===== src/rtl/gnr_cycle_ctrl.sv =====
// gnr_cycle_ctrl: loads a dual-trajectory Boolean-network array, steps it, and finds the attractor with Floyd detection
module gnr_cycle_ctrl #(
   parameter int NUM_NODES = 8,
   parameter int STEP_W    = 32
) (
   input  logic                 clk,
   input  logic                 rst,
   input  logic                 start,
   input  logic                 abort,
   input  logic [NUM_NODES-1:0] init_value,
   input  logic [STEP_W-1:0]    max_steps,
   input  logic [NUM_NODES-1:0] s0_vec,
   input  logic [NUM_NODES-1:0] s1_vec,
   output logic                 reset_nos,
   output logic [NUM_NODES-1:0] init_state,
   output logic                 start_s0,
   output logic                 start_s1,
   output logic                 busy,
   output logic                 done,
   output logic                 found,
   output logic [STEP_W-1:0]    meet_step,
   output logic [STEP_W-1:0]    period
);
   typedef enum logic [2:0] {S_IDLE, S_LOAD, S_STEP, S_CHECK, S_PSTEP, S_PCHECK, S_DONE} state_t;
   state_t state, nxt;
   logic [STEP_W-1:0] step_cnt, period_cnt, max_q;
   logic same;
   assign same = s0_vec == s1_vec;
   // next state; abort overrides every transition, equality on the first step is ignored
   always_comb begin
      nxt = state;
      case (state)
         S_IDLE:   nxt = start ? S_LOAD : S_IDLE;
         S_LOAD:   nxt = max_q == '0 ? S_DONE : S_STEP;
         S_STEP:   nxt = S_CHECK;
         S_CHECK:  nxt = (step_cnt >= 2 && same) ? S_PSTEP : step_cnt == max_q ? S_DONE : S_STEP;
         S_PSTEP:  nxt = S_PCHECK;
         S_PCHECK: nxt = (same || period_cnt == max_q) ? S_DONE : S_PSTEP;
         default:  nxt = S_IDLE;
      endcase
      if (abort) nxt = S_IDLE;
   end
   // state, registered strobes decoded from the next state, counters and held results
   always_ff @(posedge clk or negedge rst) begin
      if (!rst) begin
         state      <= S_IDLE;
         reset_nos  <= 1'b0;
         start_s0   <= 1'b0;
         start_s1   <= 1'b0;
         busy       <= 1'b0;
         done       <= 1'b0;
         found      <= 1'b0;
         init_state <= '0;
         meet_step  <= '0;
         period     <= '0;
         step_cnt   <= '0;
         period_cnt <= '0;
         max_q      <= '0;
      end else begin
         state     <= nxt;
         reset_nos <= nxt == S_LOAD;
         start_s0  <= nxt == S_STEP;
         start_s1  <= nxt == S_STEP || nxt == S_PSTEP;
         busy      <= nxt != S_IDLE;
         done      <= nxt == S_DONE;
         if (state == S_IDLE && nxt == S_LOAD) begin
            init_state <= init_value;
            max_q      <= max_steps;
            found      <= 1'b0;
            meet_step  <= '0;
            period     <= '0;
            step_cnt   <= '0;
            period_cnt <= '0;
         end
         if (state == S_STEP) step_cnt <= step_cnt + 1'b1;
         if (state == S_CHECK && nxt == S_PSTEP) begin
            meet_step  <= step_cnt;
            period_cnt <= '0;
         end
         if (state == S_PSTEP) period_cnt <= period_cnt + 1'b1;
         if (state == S_PCHECK && nxt == S_DONE && same) begin
            period <= period_cnt;
            found  <= 1'b1;
         end
      end
   end
endmodule


===== config.mk =====
export PLATFORM = sky130hd
export DESIGN_NAME = gnr_cycle_ctrl
export DESIGN_NICKNAME = d
export VERILOG_FILES = /design/src/rtl/gnr_cycle_ctrl.sv
export SDC_FILE = /design/constraint.sdc
export NUM_CORES = 1
export LEC_CHECK = 0
export CAP_MARGIN = 20
export CORE_UTILIZATION = 54
export DETAILED_ROUTE_END_ITERATION = 8
export PLACE_DENSITY = 0.89
export SYNTH_ARGS = -nofsm -noshare
export SYNTH_HDL_FRONTEND = slang
export SYNTH_SLANG_ARGS = --single-unit

===== constraint.sdc =====
create_clock -name clk -period 2.45 [get_ports clk]
set_input_delay 0.3675 -clock clk [delete_from_list [all_inputs] [get_ports clk]]
set_output_delay 0.3675 -clock clk [all_outputs]
set_load 0.005 [all_outputs]

# --- Yosys cells after proc, flatten, opt, wreduce, memory -nomap -nowiden ---
# Index checks and enable logic that the tools add are counted.
totals:
  regBits: 177
  input_bits: 60
op_classes:
  add_sub_neg: 2
  magnitude_cmp: 1
  n_eq_ne: 12
  n_mux: 15
  n_reduce_logical: 14
ops:
  columns: ["cell", "count"]
  rows:
  - ["2-to-1 mux 32 bit", 6]
  - ["adder 32 x 1 -> 32 bit, second input constant", 2]
  - ["== test 32 bit", 2]
  - ["greater-or-equal comparator 32 x 2 -> 1 bit, second input constant", 1]
  - ["zero test 32 bit", 1]
  - ["one-hot mux 3 bit (6 select lines)", 1]
  - ["== test 3 bit, second input constant", 4]
  - ["2-to-1 mux 3 bit", 4]
  - ["== test 3 x 2 -> 1 bit, second input constant", 3]
  - ["== test 8 bit", 1]
  - ["== test 3 x 1 -> 1 bit, second input constant", 2]
  - ["nonzero test 2 bit", 3]
  - ["nonzero test 3 bit", 2]
  - ["logical AND 1 bit", 5]
  - ["zero test 3 bit", 1]
  - ["2-to-1 mux 1 bit", 3]
  - ["logical OR 1 bit", 2]
  - ["2-to-1 mux 2 bit", 1]

# --- Longest topological paths before layout ---
# Gate-level depths: netlist (run 1).
depth:
  depth_word: 10
  depth_mapped: 12
  depth_no_buf: 10

# --- Least setup slack after synthesis (run 1) ---
# Ideal clock, no wire load.
synth_path:
  kind: "register -> register"
  from: "register step_cnt[0]"
  to: "register max_q[30]"
  setup_time_ns: 0.125
  t_arrival_ns: 2.112
  required_ns: 2.325
  slack_ns: 0.213
  stages_incl_launch_ff: 12
  n_path_buf: 2
  period_less_slack_ns: 2.237
  path_cell_list: "dfrtp_1 > inv_1 > ha_1 > nor4_2 > nand4_1 > o2111ai_1 > o2111ai_1 > nand3_2 > inv_4 > buf_6 > buf_6 > mux2_4"
synth_via:
  elab_chain_cells: 7
synth_rtl:
  columns: ["element", "line", "source"]
  rows:
  - ["start, declared", "26", "logic [STEP_W-1:0] step_cnt, period_cnt, max_q;"]
  - ["start signal, assigned", "75", "if (state == S_STEP) step_cnt <= step_cnt + 1'b1;"]
  - ["greater-or-equal comparator 32 x 2 -> 1 bit or == test 32 bit (tied branches)", "36", "S_CHECK: nxt = (step_cnt >= 2 && same) ? S_PSTEP : step_cnt == max_q ? S_DONE : S_STEP;"]
  - ["logical AND 1 bit or 2-to-1 mux 3 bit (tied branches)", "36", null]
  - ["2-to-1 mux 3 bit (*)", "36", null]
  - ["one-hot mux 3 bit (6 select lines) (*)", "32", "case (state)"]
  - ["2-to-1 mux 3 bit (*)", "41", "if (abort) nxt = S_IDLE;"]
  - ["== test 3 x 1 -> 1 bit (*)", "66", "if (state == S_IDLE && nxt == S_LOAD) begin"]
  - ["logical AND 1 bit (*)", "66", null]
  - ["end signal, assigned", "68", "max_q <= max_steps;"]
  - ["end, declared", "26", null]
# Mark *: on every way between the ends. The rest lies on a longest branch, timed or not.
# A chain may end at the register's enable or synchronous reset.

# --- Final worst setup path (run 1) ---
layout_path:
  from: "register period_cnt[9]"
  to: "register meet_step[0]"
layout_via:
  elab_chain_cells: 8
layout_rtl:
  columns: ["element", "line", "source"]
  rows:
  - ["start, declared", "26", null]
  - ["start signal, assigned", "80", "if (state == S_PSTEP) period_cnt <= period_cnt + 1'b1;"]
  - ["== test 32 bit (*)", "38", "S_PCHECK: nxt = (same || period_cnt == max_q) ? S_DONE : S_PSTEP;"]
  - ["logical OR 1 bit (*)", "38", null]
  - ["2-to-1 mux 2 bit (*)", "38", null]
  - ["one-hot mux 3 bit (6 select lines) (*)", "32", null]
  - ["2-to-1 mux 3 bit (*)", "41", null]
  - ["== test 3 bit or == test 3 x 1 -> 1 bit (tied branches)", "76, 66", null]
  - ["logical AND 1 bit (on tied branches)", "76, 66", null]
  - ["2-to-1 mux 32 bit or nonzero test 2 bit (tied branches)", null, null]
  - ["end signal, assigned", "77", "meet_step <= step_cnt;"]
  - ["end, declared", "21", "output logic [STEP_W-1:0] meet_step,"]
# Marks and branches as above.

==> results by group, run 1 <==
Cells and area
  – Relative area change from synthesis to final layout: 34.7%
  – Net count reported at finish: between 1k and 1.5k
  – Final instance count without filler cells: 1,216
  – Fraction of final layout cells sized beyond drive strength 1: between 20% and 30%
  – Final standard cell utilization of the core: 74.1%
  – Diode insertion count for antenna repair: 0
  – Most common cell after layout, fill and taps aside: sky130_fd_sc_hd__dfrtp_1
  – Total area of multi-input combinational cells: a little over 4000 um^2
  – Seq. cell area: around 4400 um^2
  – # fillers: 981
  – Leading cell types in the layout, fill and taps excluded: 173 x sky130_fd_sc_hd__dfrtp_1, 136 x sky130_fd_sc_hd__clkdlybuf4s50_1, 84 x sky130_fd_sc_hd__buf_4

Global route
  – Via count of the first global-routing pass: ~7.2k
  – Wire length of the first global-routing pass: about 39 mm
  – Total global routing overflow: 0
  – Maximum number of pins on one net before global-route repair: 76
  – GRT Overall Usage: a little under a third
  – Number of antenna violations at the first check in global routing: 0

Timing
  – Relative slew slack: between 50% and 60%
  – Final Slew Violations: 0
  – Least setup slack across all paths after layout: -0.0167 ns
  – Final worst path period need: around 2.5 ns
  – Final count of hold timing violations: 0
  – Setup skew after layout: roughly 0.013 ns
  – Sum of negative setup slack: -0.0399 ns
  – Total of endpoints with negative setup slack in the final report: 11
  – Setup repair after global routing missed its margin: yes
  – Hold Worst Slack: around 0.5 ns
  – Share of the clock period used by the worst path after layout: 101%
  – Slew at the pin with the worst max-slew slack: between 0.7 and 0.8 ns
  – Highest clock rate: roughly 0.4 GHz

Power and ir drop
  – PwrDens: 724 nW/um^2
  – Leakage power: about 5 nW
  – Total power of the final layout: between 8 and 9 mW
  – VDD IR-drop max: around 0.59 mV

Clock network
  – Clock tree from TritonCTS: done
  – Number of buffers added by the clock tree synthesis step: 17
  – Clock insertion delay at the later pin of the skew report: ~0.44 ns
  – Clock transition at the register clock pins on the worst setup and hold paths after CTS: 0.06 ns
  – Sink count of the clock tree: 177
  – Count of H-tree levels built during CTS: 4
  – CTS max path bufs: 2
  – Clock tree root buffer cell: sky130_fd_sc_hd__clkbuf_16

Drt
  – Post-route antenna net violation count: 0
  – Drt total wl: 25.9 mm
  – First-pass iteration count of the detailed router: 6
  – DRC violation total after the first TritonRoute iteration: 980
  – Vias after detailed routing: around 7.6k
  – Average via count per standard cell: between 6 and 7
  – DRC: 0
  – DR WL/cell: approximately 21 um

Floorplan
  – Initial standard-cell utilization of the core: 55.0%
  – Horizontal die dimension: between 100 and 150 um
  – Standard-cell rows: 46
  – Number of placed I/O pins: roughly 140
  – Area of the core: 15,800 um^2
  – Chip Height: 129 um
  – Die Area: around 17,000 um^2

Min path
  – Hold WC Path Type: reg2reg
  – Worst-case hold path end point: meet_step[21]$_DFFE_PN0P_
  – Worst hold stages: 1
  – Startpoint of the lowest-slack hold path: meet_step[21]$_DFFE_PN0P_

Critical path
  – Data required time at the worst endpoint: roughly 2.8 ns
  – WP data arrival: 2.84 ns
  – Max Fanout on Critical Path: 16
  – Flop2flop setup slack: -0.02 ns
  – Startpoint Class: flop
  – Worst r2r path cells: 10
  – Crit Reg-Reg Endpoint: meet_step[0]$_DFFE_PN0P_
  – Startpoint of the worst register-to-register path: period_cnt[9]$_DFFE_PN0P_
  – Endpoint class of the critical path: flop
  – Kind of critical path: reg2reg

Run
  – Number of max-cap violations: 0

Synthesis
  – Sequential fraction of the synthesis area: 50.9%
  – Primary FF master, synth: sky130_fd_sc_hd__dfrtp_1
  – Gate count of the mapped netlist: around 800
  – Number of warning messages in the yosys log: 0
  – Post-Synthesis Net Count: 862
  – Fraction of registers with async set or reset after synthesis: 100%
  – Register bit total from synthesis: 177
  – Synthesized area divided by synthesized cell count: roughly 11 um^2
  – Synthesized area: a little under 9000 um^2
  – Unique cell type count in the Yosys netlist: 60
  – EDFF count, synth: 0

Place
  – RD Place Congestion: about 0.9
  – DP Cell Count: between 1k and 1.5k
  – Hpwl dp: 17.4 mm
  – PortBufs: about 140

Status
  – Outcome: complete, but fails checks
  – Failing checks: setup timing
## per-layer routing
| metal | part of all wire [%] | global-route usage (%) |
|---|---|---|
| met5 | 0 | 0 |
| met4 | 3.8 | 13.4 |
| met3 | 9.8 | 7.57 |
| met2 | 47 | 48.6 |
| met1 | 40 | 41.0 |
## power by group
part / switching, mW / internal [mW] / leakage [nW]
logic: 0.951 / 1.09 / 2.49
registers: 0.431 / 3.23 / 2.36
clock network: 1.16 / 1.62 / 0.273
total: 2.55 / 5.94 / 5.13
## Yosys cell counts, types with 3 or more instances
cell type,n,area [um^2]
sky130_fd_sc_hd__dfrtp_1,177,4430
sky130_fd_sc_hd__o211ai_1,6,45.0
sky130_fd_sc_hd__and2_1,6,37.5
sky130_fd_sc_hd__nor3b_1,4,30.0
sky130_fd_sc_hd__buf_6,7,78.8
sky130_fd_sc_hd__nor2_1,34,128
sky130_fd_sc_hd__nor4_1,17,106
sky130_fd_sc_hd__or3_1,3,18.8
sky130_fd_sc_hd__mux2_2,40,450
sky130_fd_sc_hd__nand4_1,24,150
sky130_fd_sc_hd__a31oi_1,17,106
sky130_fd_sc_hd__a22o_1,64,561
sky130_fd_sc_hd__and4_1,6,52.6
sky130_fd_sc_hd__a21o_1,4,30.0
sky130_fd_sc_hd__o31ai_1,3,22.5
sky130_fd_sc_hd__a21oi_1,12,60.1
sky130_fd_sc_hd__and3_1,25,156
sky130_fd_sc_hd__nand2_1,52,195
sky130_fd_sc_hd__nor3_1,22,110
sky130_fd_sc_hd__o21ai_0,20,100
sky130_fd_sc_hd__a211o_1,10,87.6
sky130_fd_sc_hd__xnor2_1,57,499
sky130_fd_sc_hd__ha_1,3,37.5
sky130_fd_sc_hd__buf_2,23,115
sky130_fd_sc_hd__nor4_2,6,75.1
sky130_fd_sc_hd__nand3_1,46,230
sky130_fd_sc_hd__inv_1,9,33.8
sky130_fd_sc_hd__clkbuf_1,31,116
sky130_fd_sc_hd__xor2_1,32,280
## state kept, by name, summed over array words and instances (netlist names)
name	flops
start_s0	1
meet_step	32
step_cnt	32
max_q	32
done	1
period_cnt	32
period	32
found	1
busy	1
state	3
start_s1	1
init_state	8
reset_nos	1
## per-stage QoR
step | cell area (um^2) | setup WS [ns]
after global routing | 11700 | -0.0620
after global placement | 10800 | -0.271
after floorplan | 8700 | 0.213
final | 11700 | -0.0167
after detailed placement | 10800 | -0.335
after CTS | 11500 | 0.0362
## timing repair
action                     4_1_cts  5_1_grt
setup buffers                    0        4
cloned                           0        2
pin swaps                        2        7
setup endpoints to repair       29       75
hold endpoints to repair        54        0
hold buffers                     1        0
resized for setup                5       32
## worst max-delay path by stage
stage / start / to / cells past startpoint
after detailed placement: s1_vec[4] / period_cnt[22]$_DFFE_PN0P_ / 9
after global placement: s1_vec[4] / period_cnt[22]$_DFFE_PN0P_ / 9
final: period_cnt[9]$_DFFE_PN0P_ / meet_step[0]$_DFFE_PN0P_ / 10
after floorplan: step_cnt[0]$_DFFE_PN0P_ / max_q[30]$_DFFE_PN0P_ / 11
after CTS: step_cnt[1]$_DFFE_PN0P_ / meet_step[17]$_DFFE_PN0P_ / 11
after global routing: max_q[24]$_DFFE_PN0P_ / period_cnt[1]$_DFFE_PN0P_ / 8
## final cells by class
class	instances	share of cell area [%]
Tap cell	216	2.31
Inverter	10	0.342
Clock inverter	12	1.38
Clock buffer	18	3.75
Sequential cell	177	37.8
Timing Repair Buffer	236	19.4
Multi-Input combinational cell	547	35.1
## kinds of logic (layout without fill, tap and decap cells)
kind of cell    after synthesis  after routing  share of synthesized area (%)
flops                       177            177                           50.9
compound gates              153            153                           13.5
simple gates                261            261                           16.6
buf+inv                      75            276                           4.31
fa+ha+maj                     3              3                          0.432
mux                          41             41                           5.35
xor+xnor                     89             89                           8.96
## worst max-delay path: stages (launching register included)
cell,delay (ns)
sky130_fd_sc_hd__dfrtp_1,0.46
sky130_fd_sc_hd__xnor2_1,0.30
sky130_fd_sc_hd__nand4_1,0.24
sky130_fd_sc_hd__nor4_4,0.24
sky130_fd_sc_hd__nand4bb_1,0.21
sky130_fd_sc_hd__nand3_2,0.14
sky130_fd_sc_hd__inv_4,0.07
sky130_fd_sc_hd__buf_6,0.13
sky130_fd_sc_hd__nor2_4,0.24
sky130_fd_sc_hd__clkbuf_16,0.23
sky130_fd_sc_hd__a22o_1,0.13
No activity file was read; power rests on OpenSTA's default activity.
==> run 2: changes to the inputs <==
--- a/config.mk
+++ b/config.mk
@@ -7,6 +7,8 @@
 export LEC_CHECK = 0
 export CAP_MARGIN = 20
 export CORE_UTILIZATION = 54
+export CTS_CLUSTER_DIAMETER = 50
+export CTS_CLUSTER_SIZE = 16
 export DETAILED_ROUTE_END_ITERATION = 8
 export PLACE_DENSITY = 0.89
 export SYNTH_ARGS = -nofsm -noshare
==> results of run 2 <==
Final layout, timing and power as in run 1 (identical DEF).
==> run 3: changes to the inputs <==
--- a/config.mk
+++ b/config.mk
@@ -5,12 +5,12 @@
 export SDC_FILE = /design/constraint.sdc
 export NUM_CORES = 1
 export LEC_CHECK = 0
-export CAP_MARGIN = 20
 export CORE_UTILIZATION = 54
 export CTS_CLUSTER_DIAMETER = 50
 export CTS_CLUSTER_SIZE = 16
 export DETAILED_ROUTE_END_ITERATION = 8
 export PLACE_DENSITY = 0.89
+export SETUP_SLACK_MARGIN = 0.15
 export SYNTH_ARGS = -nofsm -noshare
 export SYNTH_HDL_FRONTEND = slang
 export SYNTH_SLANG_ARGS = --single-unit
==> run 3 against run 2 <==
The flow still finishes with violations (setup timing). Via count up 11%. Global-route usage up 2.3 points. Setup slack worse by 0.16 ns. Power up 3.9%. Utilization up 3.9 points. Worst hold slack about the same. Routed wire length up 22%.
==> results by group, run 3 (synthesized netlist as in run 1, its figures left out) <==
Global route
  – Maximum number of pins on one net before global-route repair: 76
  – GRT Overall Usage: between 30% and 40%
  – Via count of the first global-routing pass: around 7.6k
  – Total global routing overflow: 0
  – Number of antenna violations at the first check in global routing: 0
  – Wire length of the first global-routing pass: roughly 41 mm

Critical path
  – Most Frequent Cell on Critical Path: sky130_fd_sc_hd__buf_6
  – Endpoint class of the critical path: flop
  – Cell family with most CP delay: simple AND/OR/NAND/NOR gates
  – Worst r2r path cells: 12
  – Total buffers and inverters traversed by the critical path: 5
  – Data required time at the worst endpoint: about 2.8 ns
  – CP max-delay cell: sky130_fd_sc_hd__dfrtp_1
  – Kind of critical path: reg2reg
  – Flop2flop setup slack: -0.17 ns
  – Startpoint of the worst register-to-register path: step_cnt[24]$_DFFE_PN0P_
  – Startpoint Class: flop
  – Max Fanout on Critical Path: 8
  – Critical Path, Cell by Cell: nor4_4 > nand4_1 > o2111ai_4 > o2111ai_2 > nand3_2 > inv_4 > buf_6 > nor2_4 > buf_4 > buf_6 > buf_16 > a22o_1
  – Delay of the slowest critical-path stage: 0.47 ns
  – WP data arrival: 2.99 ns
  – Crit Reg-Reg Endpoint: meet_step[5]$_DFFE_PN0P_

Timing
  – Final Slew Violations: 0
  – Hold Worst Slack: 0.500 ns
  – Total of endpoints with negative setup slack in the final report: approximately 130
  – Slew at the pin with the worst max-slew slack: ~0.76 ns
  – Final count of hold timing violations: 0
  – Setup skew after layout: ~0.015 ns
  – Least setup slack across all paths after layout: -0.173 ns
  – Share of the clock period used by the worst path after layout: 107%
  – Relative slew slack: around 50%
  – Final worst path period need: around 2.6 ns
  – Setup repair after global routing missed its margin: yes
  – Highest clock rate: between 0.3 and 0.4 GHz

Drt
  – DR WL/cell: approximately 25 um
  – Average via count per standard cell: 6.78
  – First-pass iteration count of the detailed router: 6
  – Post-route antenna net violation count: 0
  – DRC violation total after the first TritonRoute iteration: ~1.2k
  – Vias after detailed routing: around 8.4k
  – DRC: 0
  – Drt total wl: around 32 mm

Floorplan
  – Die Area: 16,600 um^2
  – Number of placed I/O pins: ~140
  – Standard-cell rows: 46
  – Area of the core: 15,800 um^2
  – Chip Height: 129 um
  – Horizontal die dimension: between 100 and 150 um
  – Initial standard-cell utilization of the core: between 50 and 60%

Cells and area
  – Relative area change from synthesis to final layout: 41.9%
  – Final instance count without filler cells: between 1k and 1.5k
  – Fraction of final layout cells sized beyond drive strength 1: a little over a quarter
  – Net count reported at finish: 1,075
  – Most common cell after layout, fill and taps aside: sky130_fd_sc_hd__dfrtp_1
  – Diode insertion count for antenna repair: 0
  – Leading cell types in the layout, fill and taps excluded: 175 x sky130_fd_sc_hd__dfrtp_1, 128 x sky130_fd_sc_hd__clkdlybuf4s50_1, 86 x sky130_fd_sc_hd__buf_4
  – # fillers: between 800 and 900

Power and ir drop
  – Net switching power figure: ~2.8 mW
  – Leakage power: roughly 5.4 nW
  – Clock power share: about a third
  – Gate power share: approximately a quarter
  – Switching fraction of total power: between 30% and 40%
  – PwrDens: just over 700 nW/um^2
  – Internal power summed over all cells: a little over 6 mW
  – Sequential share of power: 41.9%
  – VDD IR-drop max: between 0.4 and 0.5 mV

Clock network
  – Number of buffers added by the clock tree synthesis step: 17
  – Clock insertion delay at the later pin of the skew report: 0.44 ns
  – CTS max path bufs: 2
  – Count of H-tree levels built during CTS: 4
  – Clock tree root buffer cell: sky130_fd_sc_hd__clkbuf_16
  – Clock transition at the register clock pins on the worst setup and hold paths after CTS: around 0.07 ns
  – Clock tree from TritonCTS: done
  – Sink count of the clock tree: roughly 180

Status
  – Outcome: complete, but fails checks
  – Failing checks: setup timing

Place
  – Hpwl dp: 17.4 mm
  – PortBufs: around 140
  – RD Place Congestion: 0.911
  – DP Worst Slack: -0.335 ns
  – DP Cell Count: about 1.2k

Run
  – Number of max-cap violations: 0

Min path
  – Hold WC Path Type: in2async
[run 3: changes by cell type in the layout (fill, tap and decap cells not counted), sizes merged]
cell           previous run  this run
clkdlybuf4s50           136       128
clkbuf                   20        21
dlymetal6s2s              0         8
buf                      97       119
[run 3: power groups by stage]
stage	Combinational, mW	Clock, mW	Sequential (mW)
2_1_floorplan	1.04	0	3.54
3_3_place_gp	1.70	0	3.64
3_5_place_dp	1.76	0	3.66
4_1_cts	1.91	2.81	3.61
5_1_grt	2.41	2.93	3.70
6_report	2.32	2.81	3.70
[run 3: worst max-delay path by stage]
stage / startpoint / cells past startpoint / to
final: step_cnt[24]$_DFFE_PN0P_ / 12 / meet_step[5]$_DFFE_PN0P_
after global routing: step_cnt[24]$_DFFE_PN0P_ / 12 / meet_step[5]$_DFFE_PN0P_
after CTS: step_cnt[1]$_DFFE_PN0P_ / 9 / start_s1$_DFF_PN0_
after detailed placement: s1_vec[4] / 9 / period_cnt[22]$_DFFE_PN0P_
after global placement: s1_vec[4] / 9 / period_cnt[22]$_DFFE_PN0P_
after floorplan: step_cnt[0]$_DFFE_PN0P_ / 11 / max_q[30]$_DFFE_PN0P_
[run 3: timing repair]
action | CTS | global route
gates cloned | 5 | 4
endpoints found under the hold margin | 54 | 0
hold buffers | 1 | 0
buffers inserted | 11 | 9
pin swaps | 12 | 30
setup endpoints to repair | 150 | 167
resized for setup | 29 | 94
[run 3: routing by layer]
| metal | part of all wire (%) | track usage, % | vias to the layer above |
|---|---|---|---|
| li1 | - | - | 3339 |
| met1 | 35 | 42.7 | 4036 |
| met2 | 46 | 52.7 | 784 |
| met3 | 12 | 7.86 | 241 |
| met4 | 7.2 | 17.4 | 0 |
| met5 | 0 | 0 | - |
[run 3: per-stage QoR]
step / utilization [%] / instance area [um^2] / power (mW) / setup TNS, ns
2_1_floorplan: - / 8700 / 4.58 / 0
3_3_place_gp: 68.3 / 10800 / 5.34 / -20.95
3_5_place_dp: 68.3 / 10800 / 5.42 / -30.44
4_1_cts: 74.2 / 11700 / 8.32 / -0.000861
5_1_grt: 78.0 / 12300 / 9.03 / -20.57
6_report: 78.0 / 12300 / 8.82 / -7.94
[run 3: cell type report]
| cell class | instances | area [um^2] | area share (%) |
|---|---|---|---|
| Clock buffer | 18 | 439 | 3.56 |
| Clock inverter | 12 | 161 | 1.31 |
| Inverter | 10 | 40.0 | 0.324 |
| Multi-Input combinational cell | 547 | 4340 | 35.2 |
| Sequential cell | 177 | 4430 | 35.9 |
| Tap cell | 216 | 270 | 2.19 |
| Timing Repair Buffer | 259 | 2660 | 21.6 |
